[src/rtl/spi_slave_decoder.sv]
// spi_slave_decoder: oversampled SPI receive decoder reassembling CMD/ADDR/DUMMY/DATA frames.
// Emits one registered transaction per frame; CS rise mid-frame aborts and drops partial data.
module spi_slave_decoder #(
   parameter int SYNC_STAGES = 2,
   parameter int DUMMY_REG   = 1,
   parameter int DUMMY_MEM   = 34,
   parameter int CNT_W       = 16
) (
   input  logic             clk_sys_i,
   input  logic             rst_ni,
   input  logic             spi_sclk_i,
   input  logic             spi_sdi_i,
   input  logic             spi_cs_i,
   output logic             txn_valid_o,
   output logic [7:0]       txn_cmd_o,
   output logic [31:0]      txn_addr_o,
   output logic [31:0]      txn_data_o,
   output logic             txn_abort_o,
   output logic [CNT_W-1:0] txn_count_o,
   output logic             busy_o
);
   typedef enum logic [2:0] {S_IDLE, S_CMD, S_ADDR, S_DUMMY, S_DATA} state_e;
   localparam logic [7:0] OP_WREG = 8'h01;
   localparam logic [7:0] OP_RREG = 8'h07;
   localparam logic [7:0] OP_RMEM = 8'h0B;
   localparam logic [5:0] DREG_L  = 6'(DUMMY_REG - 1);
   localparam logic [5:0] DMEM_L  = 6'(DUMMY_MEM - 1);
   logic [SYNC_STAGES-1:0] sclk_sync_q, sdi_sync_q, cs_sync_q;
   logic                   sclk_q;
   state_e                 st_q, st_d;
   logic [5:0]             cnt_q, cnt_d;
   logic [31:0]            sh_q, sh_d;
   logic [7:0]             op_q, op_d;
   logic [31:0]            ad_q, ad_d;
   logic [31:0]            dat_q, dat_d;
   logic                   pend_q, pend_d;
   logic                   valid_q, valid_d;
   logic                   abort_q, abort_d;
   logic [7:0]             cmd_q, cmd_d;
   logic [31:0]            addr_q, addr_d;
   logic [31:0]            data_q, data_d;
   logic [CNT_W-1:0]       count_q, count_d;
   logic                   sclk_s, sdi_s, cs_s, sclk_rise, busy;
   logic [31:0]            sh_nx;
   logic [5:0]             last_idx;
   assign sclk_s    = sclk_sync_q[SYNC_STAGES-1];
   assign sdi_s     = sdi_sync_q[SYNC_STAGES-1];
   assign cs_s      = cs_sync_q[SYNC_STAGES-1];
   assign sclk_rise = sclk_s & ~sclk_q;
   assign sh_nx     = {sh_q[30:0], sdi_s};
   assign busy      = (st_q != S_IDLE) && ((st_q != S_CMD) || (cnt_q != 6'd0));
   // Index of the final bit of the current phase
   assign last_idx  = (st_q == S_CMD)   ? 6'd7 :
                      (st_q == S_ADDR)  ? 6'd31 :
                      (st_q == S_DUMMY) ? ((op_q == OP_RMEM) ? DMEM_L : DREG_L) :
                      (op_q == OP_WREG) ? 6'd7 : 6'd31;
   always_ff @(posedge clk_sys_i or negedge rst_ni) begin
      if (!rst_ni) begin
         sclk_sync_q <= '0;
         sdi_sync_q  <= '0;
         cs_sync_q   <= '0;
         sclk_q      <= 1'b0;
         st_q        <= S_IDLE;
         cnt_q       <= '0;
         sh_q        <= '0;
         op_q        <= '0;
         ad_q        <= '0;
         dat_q       <= '0;
         pend_q      <= 1'b0;
         valid_q     <= 1'b0;
         abort_q     <= 1'b0;
         cmd_q       <= '0;
         addr_q      <= '0;
         data_q      <= '0;
         count_q     <= '0;
      end else begin
         sclk_sync_q <= {sclk_sync_q[SYNC_STAGES-2:0], spi_sclk_i};
         sdi_sync_q  <= {sdi_sync_q[SYNC_STAGES-2:0], spi_sdi_i};
         cs_sync_q   <= {cs_sync_q[SYNC_STAGES-2:0], spi_cs_i};
         sclk_q      <= sclk_s;
         st_q        <= st_d;
         cnt_q       <= cnt_d;
         sh_q        <= sh_d;
         op_q        <= op_d;
         ad_q        <= ad_d;
         dat_q       <= dat_d;
         pend_q      <= pend_d;
         valid_q     <= valid_d;
         abort_q     <= abort_d;
         cmd_q       <= cmd_d;
         addr_q      <= addr_d;
         data_q      <= data_d;
         count_q     <= count_d;
      end
   end
   always_comb begin
      st_d    = st_q;
      cnt_d   = cnt_q;
      sh_d    = sh_q;
      op_d    = op_q;
      ad_d    = ad_q;
      dat_d   = dat_q;
      pend_d  = 1'b0;
      abort_d = 1'b0;
      valid_d = pend_q;
      cmd_d   = pend_q ? op_q : cmd_q;
      addr_d  = pend_q ? ad_q : addr_q;
      data_d  = pend_q ? dat_q : data_q;
      count_d = pend_q ? count_q + 1'b1 : count_q;
      if (st_q == S_IDLE) begin
         if (!cs_s) begin
            st_d  = S_CMD;
            cnt_d = '0;
         end
      end else if (cs_s) begin
         // CS wins over a coincident SCLK edge; the bit is dropped
         st_d    = S_IDLE;
         cnt_d   = '0;
         abort_d = busy;
      end else if (sclk_rise) begin
         sh_d  = sh_nx;
         cnt_d = cnt_q + 6'd1;
         if (cnt_q == last_idx) begin
            cnt_d = '0;
            if (st_q == S_CMD) begin
               op_d = sh_nx[7:0];
               ad_d = '0;
               st_d = (sh_nx[7:0] == OP_WREG) ? S_DATA :
                      (sh_nx[7:0] == OP_RREG) ? ((DUMMY_REG == 0) ? S_DATA : S_DUMMY) : S_ADDR;
            end else if (st_q == S_ADDR) begin
               ad_d = sh_nx;
               st_d = ((op_q == OP_RMEM) && (DUMMY_MEM != 0)) ? S_DUMMY : S_DATA;
            end else if (st_q == S_DUMMY) begin
               st_d = S_DATA;
            end else begin
               dat_d  = (op_q == OP_WREG) ? {24'h0, sh_nx[7:0]} : sh_nx;
               pend_d = 1'b1;
               st_d   = S_CMD;
            end
         end
      end
   end
   assign txn_valid_o = valid_q;
   assign txn_cmd_o   = cmd_q;
   assign txn_addr_o  = addr_q;
   assign txn_data_o  = data_q;
   assign txn_abort_o = abort_q;
   assign txn_count_o = count_q;
   assign busy_o      = busy;
endmodule

[config.mk]
export PLATFORM = sky130hd
export DESIGN_NAME = spi_slave_decoder
export DESIGN_NICKNAME = d
export VERILOG_FILES = /design/src/rtl/spi_slave_decoder.sv
export SDC_FILE = /design/constraint.sdc
export NUM_CORES = 1
export LEC_CHECK = 0
export CAP_MARGIN = 20
export CORE_MARGIN = 4
export CORE_UTILIZATION = 55
export CTS_CLUSTER_SIZE = 16
export DETAILED_ROUTE_END_ITERATION = 10
export HOLD_SLACK_MARGIN = 0.03
export PLACE_DENSITY = 0.77
export SYNTH_ARGS = -nofsm -noshare
export SYNTH_HDL_FRONTEND = slang
export SYNTH_SLANG_ARGS = --single-unit
[constraint.sdc]
create_clock -name clk_sys_i -period 6.7 [get_ports clk_sys_i]
set_input_delay 1.34 -clock clk_sys_i [delete_from_list [all_inputs] [get_ports clk_sys_i]]
set_output_delay 1.34 -clock clk_sys_i [all_outputs]
set_load 0.01 [all_outputs]
# --- After elaboration in Yosys (flattened, before gate mapping) ---
# Index checks and enable logic that the tools add are counted.
op_classes:
  n_mux: 33
  bitwise: 7
  shifts: 0
  eq_ne: 10
  n_addsub: 2
  n_reduce_logical: 14
  div: 0
  n_lt_le_gt_ge: 0
  multipliers: 0
op_table:
  columns: ["op", "n"]
  rows:
  - ["32-bit 2-to-1 mux", 3]
  - ["6-bit 2-to-1 mux", 9]
  - ["3-bit 2-to-1 mux", 10]
  - ["16-bit by 1-bit adder with 16-bit output (second input constant)", 1]
  - ["8-bit by 1-bit equality test with 1-bit output (second input constant)", 2]
  - ["1-bit 2-to-1 mux", 10]
  - ["5-bit AND reduction", 2]
  - ["3-bit nonzero test", 3]
  - ["8-bit by 3-bit equality test with 1-bit output (second input constant)", 1]
  - ["8-bit by 4-bit equality test with 1-bit output (second input constant)", 1]
  - ["7-bit AND reduction", 1]
  - ["6-bit by 1-bit adder with 6-bit output (second input constant)", 1]
  - ["3-bit by 2-bit equality test with 1-bit output (second input constant)", 2]
  - ["6-bit equality test", 1]
  - ["1-bit inverter", 6]
  - ["3-bit AND reduction", 2]
  - ["6-bit nonzero test", 1]
  - ["5-bit 2-to-1 mux", 1]
  - ["3-bit by 1-bit equality test with 1-bit output (second input constant)", 1]
  - ["3-bit logical NOT", 1]
  - ["3-bit by 1-bit inequality test with 1-bit output (second input constant)", 1]
  - ["2-bit inequality test (second input constant)", 1]
  - ["2-bit AND reduction", 1]
  - ["2-bit nonzero test", 1]
  - ["3 further kinds", 3]
word_totals:
  input_bits: 5
  ram_bits: 0
  mem_bits_ro: 0
  latch_bits: 0
  n_memories: 0
  reg_bits: 210

# --- Depth between registers and ports, before layout ---
logic_depth:
  ltp_word: 10
  depth_mapped: 8
  mapped_depth_nobuf: 5

# --- Worst setup path before layout ---
# OpenSTA, ideal clock, no wires.
synth_timing:
  path_type: "reg2reg"
  from: "register op_q[2]"
  to: "register dat_q[3]"
  required_time_ns: 6.572
  path_buffers: 1
  setup_ns: 0.128
  arrival_time_ns: 2.330
  path_stages_with_launch: 7
  slack_ns: 4.243
  cell_sequence: "dfrtp_1 or4b_4 or4_1 o211ai_2 nand4_4 buf_2 mux2_1"
synth_via:
  elab_chain_cells: 7
  word_cells_on_any_way: 9
  cone_classes: "3 x eq/ne; 5 x mux; 1 x reduce/logical"
synth_rtl:
  columns: ["item", "line_no", "source"]
  rows:
  - ["start, declared", "33", "logic [7:0] op_q, op_d;"]
  - ["start signal, assigned", "84", "op_q <= op_d;"]
  - ["8-bit by 4-bit equality test with 1-bit output / 8-bit by 1-bit equality test with 1-bit output (equally long branches)", "55, 56", null]
  - ["6-bit 2-to-1 mux / 5-bit 2-to-1 mux (equally long branches)", "55, 56", null]
  - ["6-bit 2-to-1 mux (*)", "55", "(st_q == S_DUMMY) ? ((op_q == OP_RMEM) ? DMEM_L : DREG_L) :"]
  - ["6-bit 2-to-1 mux (*)", "54", "(st_q == S_ADDR) ? 6'd31 :"]
  - ["6-bit 2-to-1 mux (*)", "53", "assign last_idx = (st_q == S_CMD) ? 6'd7 :"]
  - ["6-bit equality test (*)", "123", "if (cnt_q == last_idx) begin"]
  - ["7-bit AND reduction (no source line) (*)", null, null]
  - ["end signal, assigned", "86", "dat_q <= dat_d;"]
  - ["end, declared", "35", "logic [31:0] dat_q, dat_d;"]
# Every way passes the cells marked *; elsewhere a longest branch is shown, timed or not.
# A chain may end at the register's enable or synchronous reset.

# --- Final worst setup path ---
layout_timing:
  from: "register cnt_q[0]"
  to: "output port busy_o"
layout_via:
  elab_chain_cells: 3
layout_rtl:
  columns: ["item", "line_no", "source"]
  rows:
  - ["start, declared", "31", "logic [5:0] cnt_q, cnt_d;"]
  - ["start signal, assigned", "82", "cnt_q <= cnt_d;"]
  - ["6-bit nonzero test", "51", "assign busy = (st_q != S_IDLE) && ((st_q != S_CMD) || (cnt_q != 6'd0));"]
  - ["1-bit logical OR", "51", null]
  - ["1-bit logical AND", "51", null]
  - ["end, declared", "20", "output logic busy_o"]
# Every way passes these cells.

==> flow_metrics.py <==
metrics = {
    "logic_synthesis": {
        "yosysMostFrequentCell": "dfrtp_1",
        "synth_cell_types": 49,
        "synth.top_cell.area_share": 0.632,
        "synthArstFlopShare": 1.00,
        "synth_top_area_cell": "dfrtp_1",
        "synth_seq_cells": 210,
        "ys_top_cells_by_area": "dfrtp_1 63%, mux2_2 12%, nand2_1 5.8%",
        "synth_ff_type": "dfrtp_1",
        "netlist_area_um2": 8320,
        "yosys-top-cells-count": "210 x dfrtp_1, 129 x nand2_1, 86 x mux2_2, 33 x a22o_1, 29 x inv_1",
        "syn_inst": 656,
        "ys_seq_area_frac": 0.632,
        "ys_warn_count": 0,
        "avgSynthCellArea_um2": 12.7,
        "synth_edf_count": 0,
        "syn-num-nets": 664,
    },
    "sta": {
        "clock_skew_ps": 6.59,
        "tns_ps": 0,
        "rsz0062_at_grt": "false",
        "worst_pin_slew_ps": 1040,
        "report.final.slew_viol_count": 0,
        "finalCriticalPeriod_ps": 3390,
        "layout_worst_path_cycle_share": 0.506,
        "final-hold-violation-count": 0,
        "maxSlewHeadroom": 0.308,
        "finalSetupViolCount": 0,
        "timing.fmax_mhz": 295,
    },
    "clock_tree": {
        "hold_buffers": 0,
        "worst_skew_pair.late_latency_ps": 490,
        "post_cts_resized": 0,
        "cts_buffer_depth": 3,
        "cts_num_sinks": 210,
        "cts_root_buf": "clkbuf_16",
        "cts_made_buffers": 22,
        "clk_transition_reported_paths_ps": 60,
        "cts_tree": "yes",
        "h-tree-depth": 1,
        "post_cts_buffers": 0,
    },
    "routing": {
        "vias_per_cell": 5.60,
        "ant_nets": 0,
        "drt-pass1-iter-count": 4,
        "drc": 0,
        "wirelength_um": 16800,
        "drt_iter0_drc": 376,
        "num_vias": 5304,
        "post_drt_wl_per_cell_um": 17.8,
    },
    "worst_setup_path": {
        "cp-end-kind": "primary output",
        "cp.required_ps": 5360,
        "path_max_fanout": 7,
        "critPathArrivalTime_ps": 2050,
        "r2r-end": "dat_q[6]",
        "reg2regPathDepth": 5,
        "reg2reg_slack_ps": 3530,
        "critPathLaunch": "cnt_q[0]",
        "critPathKind": "flip-flop to primary output",
        "cp-endpoint": "busy_o",
        "reg2reg_from": "op_q[2]",
        "startpoint_type": "flip-flop",
    },
    "pwr": {
        "p_leak_nw": 5.04,
        "peakVddDrop_mv": 0.170,
        "power_density_nw_per_um2": 267,
    },
    "cells_and_area": {
        "antenna_cells": 0,
        "nets": 755,
        "syn2layout_area_growth_pct": 22.5,
        "design_area_um2": 10200,
        "drive_gt1_frac": 0.185,
    },
    "run_status": {
        "status": "completed",
    },
    "global_route": {
        "grt-ovfl-total": 0,
        "grt_pass1_wl_um": 28500,
        "antenna_found_initial": 0,
        "grt_pass1_vias": 5575,
        "grt_max_degree": 88,
        "grtUsageTotal": 0.207,
    },
    "worst_hold_path": {
        "hold_class": "flip-flop to flip-flop",
        "holdPathStages": 0,
        "min-delay-start": "sclk_sync_q[0]",
    },
    "floorplanning": {
        "dieArea_um2": 17200,
        "start_util": 0.566,
        "die_w_um": 131,
        "die_y_um": 131,
        "coreArea_um2": 14700,
        "rows": 44,
        "ioPinCount": 96,
    },
    "placed_design": {
        "place_area_um2": 9430,
        "numPortBuffers": 95,
        "place.gp.congestion": 0.832,
        "place_hpwl_um": 10400,
    },
    "run": {
        "maxCapViolations": 0,
    },
}
-- final cells by class --
| class | instances | area [µm²] |
|---|---|---|
| multi-input cells | 382 | 2820 |
| flip-flops and latches | 210 | 5260 |
| fillers | 969 | 4510 |
| repair buffers | 102 | 1050 |
| clock buffers | 33 | 683 |
| clock inverters | 7 | 46.3 |
| well taps | 184 | 230 |
| inverters | 29 | 109 |
-- metrics by stage --
step | utilization | hold slack (ps) | power [W] | setup slack (ps) | cells
3_3_place_gp | 0.640 | 335 | 0.00154 | 3630 | 905
6_report | 0.693 | 349 | 0.00273 | 3310 | 947
5_1_grt | 0.693 | 361 | 0.00283 | 3190 | 947
3_5_place_dp | 0.642 | 335 | 0.00156 | 3540 | 906
4_1_cts | 0.691 | 352 | 0.00275 | 3280 | 946
2_1_floorplan | - | 331 | 0.00148 | 4240 | 656
-- kinds of logic (layout without fill, tap and decap cells) --
group / Yosys count / in the layout / share of synthesized area
compound gates: 47 / 47 / 0.0520
xor+xnor: 20 / 20 / 0.0211
fa+ha+maj: 3 / 3 / 0.00451
buf+inv: 64 / 171 / 0.0304
flops: 210 / 210 / 0.632
mux: 115 / 115 / 0.152
simple gates: 197 / 197 / 0.108
-- flip-flops by register name, summed over array words and instances (netlist names), 3 cells and up --
| signal | flops |
|---|---|
| ad_q | 32 |
| cnt_q | 6 |
| dat_q | 32 |
| op_q | 8 |
| sh_q | 31 |
| st_q | 3 |
| txn_addr_o | 32 |
| txn_cmd_o | 8 |
| txn_count_o | 16 |
| txn_data_o | 32 |
-- power by group --
part           switching [W]  internal, W  total (W)
Clock               0.000480     0.000706    0.00119
Sequential         0.0000573      0.00129    0.00135
Combinational       0.000111    0.0000761   0.000188
Total               0.000649      0.00208    0.00273
-- critical path, stage by stage, from the launching register on --
cell and delay [ps]:
dfrtp_1 440, inv_1 90, ha_1 160, nand3_1 80, a211o_1 320, clkdlybuf4s50_1 490
-- cell usage in the layout (no fill, tap or decap), drive strengths merged, types with 4 or more instances in the layout --
master,instances
nor2,17
clkinv,4
clkbuf,34
xnor2,16
buf,7
nand3,6
xor2,4
nor4,5
mux2i,24
inv,29
nand2,129
nor3,8
nand4,9
clkdlybuf4s50,94
a22o,33
dfrtp,210
mux2,91
-- routing by layer --
| metal | GRT usage | wire [µm] |
|---|---|---|
| met4 | 0.0587 | 297 |
| met2 | 0.343 | 8270 |
| met5 | 0 | 0 |
| met1 | 0.289 | 7350 |
| met3 | 0.0293 | 923 |
-- worst min path at each step --
stage	end	slack, ps
final	sclk_sync_q[1]	350
after global routing	sdi_sync_q[1]	360
after CTS	sclk_sync_q[1]	350
after detailed placement	sclk_sync_q[1]	330
after global placement	sdi_sync_q[1]	330
after floorplan	cs_sync_q[1]	330
No activity file was read; power rests on OpenSTA's default activity.
